`src/rtl/reset_sequencer.sv`:
```
// Board reset sequencer: timed CPU then PCIe A/B/C reset release off a slow ce timebase, with CSR restart/hold-mask.
// Outputs are registered from next-state, so they move on the same clk edge as the state; no backpressure.
module reset_sequencer #(
   parameter logic [4:0] BASE_ADDR  = 5'h1d,
   parameter logic [7:0] HOLD_TICKS = 8'd32,
   parameter logic [7:0] STEP_TICKS = 8'd4
) (
   input  logic       clk,
   input  logic       rst,
   input  logic       ce,
   input  logic       pwr_enable,
   input  logic       reset_req,
   input  logic [4:0] csr_a,
   input  logic [7:0] csr_di,
   input  logic       csr_we,
   output logic [7:0] csr_do,
   output logic       hreset,
   output logic [2:0] pcie_rst,
   output logic       done
);

   typedef enum logic [2:0] {
      S_IDLE   = 3'd0,
      S_HOLD   = 3'd1,
      S_CPU    = 3'd2,
      S_PCIE_A = 3'd3,
      S_PCIE_B = 3'd4,
      S_PCIE_C = 3'd5,
      S_RUN    = 3'd6
   } state_t;

   localparam logic [7:0] HOLD_LOAD = HOLD_TICKS - 8'd1;
   localparam logic [7:0] STEP_LOAD = STEP_TICKS - 8'd1;

   state_t     state_q, state_d;
   logic [7:0] cnt_q, cnt_d;
   logic [2:0] mask_q, mask_d;
   logic       hreset_q, hreset_d;
   logic [2:0] pcie_rst_q, pcie_rst_d;
   logic       done_q, done_d;

   logic       csr_wr;
   logic       restart;
   state_t     adv_state;
   logic [7:0] adv_load;
   logic       unused_csr_di;

   assign csr_wr        = csr_we && (csr_a == BASE_ADDR);
   assign restart       = reset_req || (csr_wr && csr_di[0]);
   assign unused_csr_di = ^csr_di[7:4];

   // Successor of the current timed state and the count it starts with.
   always_comb begin
      adv_state = state_q;
      adv_load  = 8'd0;
      case (state_q)
         S_HOLD:   begin adv_state = S_CPU;    adv_load = STEP_LOAD; end
         S_CPU:    begin adv_state = S_PCIE_A; adv_load = STEP_LOAD; end
         S_PCIE_A: begin adv_state = S_PCIE_B; adv_load = STEP_LOAD; end
         S_PCIE_B: begin adv_state = S_PCIE_C; adv_load = 8'd0;      end
         S_PCIE_C: begin adv_state = S_RUN;    adv_load = 8'd0;      end
         S_RUN:    begin adv_state = S_RUN;    adv_load = 8'd0;      end
         default:  begin adv_state = S_IDLE;   adv_load = 8'd0;      end
      endcase
   end

   // Priority: power loss, then power-up from IDLE, then restart, then ce timing.
   always_comb begin
      state_d = state_q;
      cnt_d   = cnt_q;
      mask_d  = mask_q;
      if (csr_wr) begin
         mask_d = csr_di[3:1];
      end
      if (!pwr_enable) begin
         state_d = S_IDLE;
         cnt_d   = 8'd0;
      end else if (state_q == S_IDLE) begin
         state_d = S_HOLD;
         cnt_d   = HOLD_LOAD;
      end else if (restart) begin
         state_d = S_HOLD;
         cnt_d   = HOLD_LOAD;
      end else if (ce) begin
         if (cnt_q == 8'd0) begin
            state_d = adv_state;
            cnt_d   = adv_load;
         end else begin
            cnt_d = cnt_q - 8'd1;
         end
      end
   end

   always_comb begin
      hreset_d      = (state_d == S_IDLE) || (state_d == S_HOLD);
      pcie_rst_d[0] = !(state_d inside {S_PCIE_A, S_PCIE_B, S_PCIE_C, S_RUN}) || mask_d[0];
      pcie_rst_d[1] = !(state_d inside {S_PCIE_B, S_PCIE_C, S_RUN}) || mask_d[1];
      pcie_rst_d[2] = !(state_d inside {S_PCIE_C, S_RUN}) || mask_d[2];
      done_d        = (state_d == S_RUN);
   end

   always_ff @(posedge clk) begin
      if (rst) begin
         state_q    <= S_IDLE;
         cnt_q      <= 8'd0;
         mask_q     <= 3'b000;
         hreset_q   <= 1'b1;
         pcie_rst_q <= 3'b111;
         done_q     <= 1'b0;
      end else begin
         state_q    <= state_d;
         cnt_q      <= cnt_d;
         mask_q     <= mask_d;
         hreset_q   <= hreset_d;
         pcie_rst_q <= pcie_rst_d;
         done_q     <= done_d;
      end
   end

   assign hreset   = hreset_q;
   assign pcie_rst = pcie_rst_q;
   assign done     = done_q;
   assign csr_do   = (csr_a == BASE_ADDR) ? {done_q, state_q, mask_q, 1'b0} : 8'h00;

endmodule

```
`config.mk`:
```
export PLATFORM = sky130hd
export DESIGN_NAME = reset_sequencer
export DESIGN_NICKNAME = d
export VERILOG_FILES = /design/src/rtl/reset_sequencer.sv
export SDC_FILE = /design/constraint.sdc
export NUM_CORES = 1
export LEC_CHECK = 0
export BUFFER_PORTS_ARGS = -buffer_cell sky130_fd_sc_hd__buf_4
export CORE_ASPECT_RATIO = 1.25
export CORE_MARGIN = 3
export CORE_UTILIZATION = 45
export CTS_CLUSTER_DIAMETER = 100
export DETAILED_ROUTE_END_ITERATION = 6
export GPL_TIMING_DRIVEN = 0
export MAX_ROUTING_LAYER = met4
export PLACE_DENSITY = 0.74
export SETUP_SLACK_MARGIN = 0.15
export SLEW_MARGIN = 20
export SYNTH_ARGS = -nofsm -noshare
export SYNTH_HDL_FRONTEND = slang
export SYNTH_SLANG_ARGS = --single-unit
```
`constraint.sdc`:
```
create_clock -name clk -period 1.6 [get_ports clk]
set_input_delay 0.08 -clock clk [delete_from_list [all_inputs] [get_ports clk]]
set_output_delay 0.08 -clock clk [all_outputs]
set_load 0.03 [all_outputs]
```
# --- Word level (Yosys, flattened, before mapping) ---
# Cells that the tools add are included.
classes:
  bitwise: 1
  n_addsub: 1
  reduce_logical: 21
  n_eq_ne: 12
  mux: 13
ops:
  columns: ["cell", "count"]
  rows:
  - ["== test 3 bit, second input constant", 6]
  - ["two-way mux 3 bit", 6]
  - ["two-way mux 8 bit", 2]
  - ["two-way mux 5 bit", 3]
  - ["one-hot mux 3 bit (5 select lines)", 1]
  - ["== test 3 x 2 -> 1 bit, second input constant", 3]
  - ["logical NOT 8 bit", 1]
  - ["subtractor 8 x 1 -> 8 bit, second input constant", 1]
  - ["== test 3 x 1 -> 1 bit, second input constant", 2]
  - ["logical NOT 3 bit", 2]
  - ["nonzero test 3 bit", 2]
  - ["== test 5 bit, second input constant", 1]
  - ["logical OR 1 bit", 5]
  - ["nonzero test 4 bit", 1]
  - ["OR reduction 2 bit", 2]
  - ["OR reduction 4 bit", 1]
  - ["logical NOT 1 bit", 3]
  - ["OR reduction 3 bit", 1]
  - ["logical AND 1 bit", 2]
  - ["two-way mux 2 bit", 1]
  - ["nonzero test 2 bit", 1]
  - ["inverter 1 bit", 1]
totals:
  elab_cells: 55
  register_bits: 19
  in_bits: 19
  out_inout_bits: 13

# --- Longest topological paths before layout ---
logic_depth:
  depth_word: 12
  mapped_depth: 6

# --- Worst setup path after synthesis ---
# Ideal clock, no wire load.
synth_path:
  path_kind: "register to register"
  start: "register cnt_q[0]"
  end: "register cnt_q[1]"
  setup_slack_ns: -0.158
  arrival_ns: 1.667
  t_required_ns: 1.509
  stages_incl_launch_ff: 7
  synth_period_minus_slack_ns: 1.758
  path_cell_list: "dfxtp_1 inv_1 ha_1 nor3b_2 and2_2 mux2_2 a311oi_1"
synth_via:
  elab_chain_len: 5
synth_lines:
  columns: ["element", "line_no", "source"]
  rows:
  - ["start, declared", "36", "logic [7:0] cnt_q, cnt_d;"]
  - ["start signal, assigned", "112", "cnt_q <= cnt_d;"]
  - ["subtractor 8 x 1 -> 8 bit / logical NOT 8 bit (equally long branches)", "89, 85", null]
  - ["two-way mux 8 bit *", "85", "if (cnt_q == 8'd0) begin"]
  - ["two-way mux 5 bit *", "84", "end else if (ce) begin"]
  - ["two-way mux 5 bit *", "81", "end else if (restart) begin"]
  - ["two-way mux 5 bit *", "78", "end else if (state_q == S_IDLE) begin"]
# Mark *: on every way between the ends. The rest lies on a longest branch, timed or not. The select of a mux whose other input is x is not followed.
# A chain may end at the register's enable or synchronous reset.

# --- Worst setup path in the final report ---
layout_path:
  start: "register cnt_q[5]"
  end: "register state_q[0]"
layout_via:
  elab_chain_len: 6
layout_lines:
  columns: ["element", "line_no", "source"]
  rows:
  - ["logical NOT 8 bit", "85", null]
  - ["two-way mux 3 bit", "85", null]
  - ["two-way mux 3 bit", "84", null]
  - ["two-way mux 3 bit", "81", null]
  - ["two-way mux 3 bit", "78", null]
  - ["two-way mux 3 bit", "75", "if (!pwr_enable) begin"]
  - ["end signal, assigned", "111", "state_q <= state_d;"]
  - ["end, declared", "35", "state_t state_q, state_d;"]
# No other way between the ends.

==> reports/qor.csv <==
stage;metric;value;unit
cts;cts_buffers;3;
die;pin_count;32;
grt;grt_max_degree;12;
detailed_routing;detail-route-antenna-nets;0;
grt;grt_pass1_wl;4.657;mm
critical_path;cpLargestDelayFamily;simple AND/OR/NAND/NOR gates;
synthesis;synthMuxAreaShare;7.711;%
run_status;status;complete, but fails checks;
placement;gp_congestion;0.8048;
critical_path;cp.depth;5;
sta;rsz0062_at_grt;true;
sta;max_freq;605.4;MHz
die;die_x;49.30;microns
grt;antenna_found_initial;0;
critical_path;crit_fanout;3;
finish;antenna_cells;0;
synthesis;synth_xor_area_share;4.152;%
detailed_routing;routed.top_layer;met4;
finish;final_cell_count_no_fill;199;
sta;setup_viol;4;
cts;cts-htree-levels;1;
sta;max_slew_margin;66.84;%
critical_path;critPathBufInv;1;
pwr;finalPower;1.006;mW
synthesis;ys_ff_latch;19;
synthesis;synth_compound_area_share;9.134;%
critical_path;slowest_delay;0.46;ns
detailed_routing;via_count;1080;
synthesis;synth-seq-area-share;36.06;%
critical_path;worst_setup_path_end_kind;flop;
sta;period_minus_slack;1.652;ns
critical_path;slowest_stage;or4_4;
die;start_util;47.71;%
cts;cts_buffer_depth;2;
synthesis;synth.distinct_cells;41;
min_path;worstHoldPathType;in2reg;
sta;fin_worst_skew;0.002583;ns
cts;clk_pin_slew;0.11;ns
finish;layout.nets;190;
finish;drive_gt1_share;45.83;%
synthesis;synth_cells;120;
critical_path;cp-startpoint;cnt_q[5];
detailed_routing;first_iter_violations;18;
detailed_routing;routedWlPerCell;14.35;microns
critical_path;critPathLaunchType;flop;
die;num_rows;19;
synthesis;yosys_warnings;0;
critical_path;worst_ep_required_time;1.84;ns
synthesis;synthTopCellsByArea;dfxtp_1, mux2i_1, and2_1;
detailed_routing;dr_wl_met3;144;microns
critical_path;crit_type;reg2reg;
detailed_routing;firstDrtPassIters;4;
die;die_h;60.13;microns
pwr;powerDensity;624.5;nW/um^2
critical_path;regToRegEndpoint;state_q[0];
finish;final_util;72.89;%
die;die_area;2964;sq um
grt;grt_pass1_vias;1052;
synthesis;yosys.area_share.simple;36.18;%
synthesis;syn_avg_cell_area;8.790;sq um
sta;hold_viol_final;0;
detailed_routing;met1Wirelength;1.115;mm
cts;cts_tree;done;
critical_path;rr_worst_depth;5;
synthesis;synth_top_family_by_area;simple AND/OR/NAND/NOR gates;
detailed_routing;routed_via_density;5.427;
pwr;leakage;0.7040;nW
die;coreArea;2211;sq um
run_status;violations;negative setup slack;
sta;whs;0.007113;ns
cts;cts.sinks;19;
synthesis;yosys.area_share.adder;2.372;%
grt;grtUsageTotal;20.96;%
finish;syn2layout_area_growth;52.79;%
placement;dpl.cell_count;177;
pwr;peakVddDrop;0.0004558;V
detailed_routing;drc;0;
cts;clk_latency;0.31;ns
critical_path;setup.worst_path.end;state_q[0];
sta;setup_ws;-0.05168;ns
grt;grt-ovfl-total;0;
placement;port_buffers;26;
flow_run;maxCapViolCount;0;
synthesis;yosys.area.top_type;dfxtp_1;
cts;root_buffer;clkbuf_4;
sta;setup-tns-final;-0.08223;ns
critical_path;r2r-start;cnt_q[5];
detailed_routing;wl_met2;1.510;mm
finish;n_fill_cell;165;
placement;hpwlAfterDp;1.848;mm
critical_path;r2r_setup_slack;-0.05;ns
synthesis;synth_nets;141;
sta;worst_slew_pin_slew;0.4945;ns
synthesis;syn-cell-area;1055;sq um
critical_path;worstPathArrival;1.89;ns
detailed_routing;wirelength;2.856;mm
synthesis;synthDominantCellAreaShare;36.06;%
critical_path;cp_cell_sequence;nor4_4 > buf_4 > nand3_4 > or4_4 > a31oi_1;
sta;finalCritPeriodShare;103.2;%
sta;slew_violations;0;
-- registers in the layout, summed over array words and instances (netlist names) --
register / cells
cnt_q: 8
done: 1
hreset: 1
mask_q: 3
pcie_rst: 3
state_q: 3
-- cell families after synthesis --
logic type | Yosys count
AO/OA/AOI/OAI | 14
XOR/XNOR | 5
adder cells (fa/ha/maj) | 2
buffers and inverters | 10
flip-flops | 19
multiplexers | 8
other | 1
AND/OR/NAND/NOR | 61
-- worst reg2reg max path, cell delays in order (launching register included) --
cell and delay (ns):
dfxtp_4 0.38, nor4_4 0.32, buf_4 0.19, nand3_4 0.07, or4_4 0.46, a31oi_1 0.17
-- metal layers --
metal,track usage [%],vias up
met3,4.489,9
met5,-,-
met2,37.93,37
met1,21.12,512
li1,-,522
met4,11.38,0
-- stage by stage --
step / cell area, sq um / setup slack [ns]
detailed placement: 1320 / -0.1636
floorplan: 1086 / 0.01122
finish: 1612 / -0.05168
global route: 1612 / -0.1048
global placement: 1320 / -0.1423
CTS: 1541 / -0.03121
-- repair_timing --
item,in CTS,in global routing
hold buffers,1,0
pin swaps,13,15
resized for setup,20,12
setup buffers,13,4
endpoints found under the setup margin,15,17
cloned,0,0
endpoints found under the hold margin,3,0
-- cell type report --
type	instances	area (sq um)	area share (%)
Buffer	6	30.03	1.863
Clock buffer	3	22.52	1.398
Clock inverter	1	5.005	0.3106
Inverter	4	20.02	1.242
Multi-Input combinational cell	91	745.7	46.27
Sequential cell	19	390.4	24.22
Tap cell	31	38.79	2.407
Timing Repair Buffer	44	359.1	22.28
-- report_power, final --
part,switching [mW],internal [mW]
Clock,0.155,0.0935
Sequential,0.0136,0.481
Combinational,0.116,0.147
-- placed cells by master, fill, tap and decap left out, types with 2 or more instances in the layout --
cell type	n
clkbuf_2	2
ha_4	2
inv_4	2
buf_6	7
nand4_1	6
nor3_2	2
or3_4	2
dfxtp_4	2
nor2_1	9
nand2b_1	3
and3_1	3
xor2_1	2
nand3_4	2
inv_1	2
nand2_1	7
dfxtp_1	15
and2_1	10
buf_4	37
clkbuf_1	2
mux2i_1	7
dfxtp_2	2
clkbuf_4	3
a31oi_1	4
a21oi_1	3
nand3_1	2
xnor2_1	3
-- synthesized netlist by cell type --
cell type and number:
dfxtp_1 19, and2_1 10, nor2_1 9, nand2_1 8, mux2i_1 7, nand4_1 6
a21oi_1 4, a31oi_1 4, clkbuf_1 4, inv_1 4, and3_1 3, nand2b_1 3
nand3_1 3, nor3_1 3, xnor2_1 3, ha_1 2, nor4b_1 2, or3_2 2
xor2_1 2, a211oi_1 1, a211oi_2 1, a311oi_1 1, and2_2 1, and3_2 1
and3b_1 1, and4_1 1, buf_2 1, buf_4 1, conb_1 1, mux2_2 1
nand3_4 1, nor2b_1 1, nor3b_1 1, nor3b_2 1, nor4_4 1, o211ai_1 1
o21bai_1 1, o31ai_1 1, or2_2 1, or3_1 1, or4_1 1
-- how the worst min path moves through the flow --
stage,depth (start not counted),endpoint,start
floorplan,1,mask_q[0],rst
global placement,2,mask_q[1],rst
detailed placement,2,mask_q[2],rst
CTS,3,pcie_rst[0],csr_di[1]
global route,3,pcie_rst[0],csr_di[1]
finish,3,pcie_rst[0],csr_di[1]
Note: power is estimated with default switching activity, not from simulation.
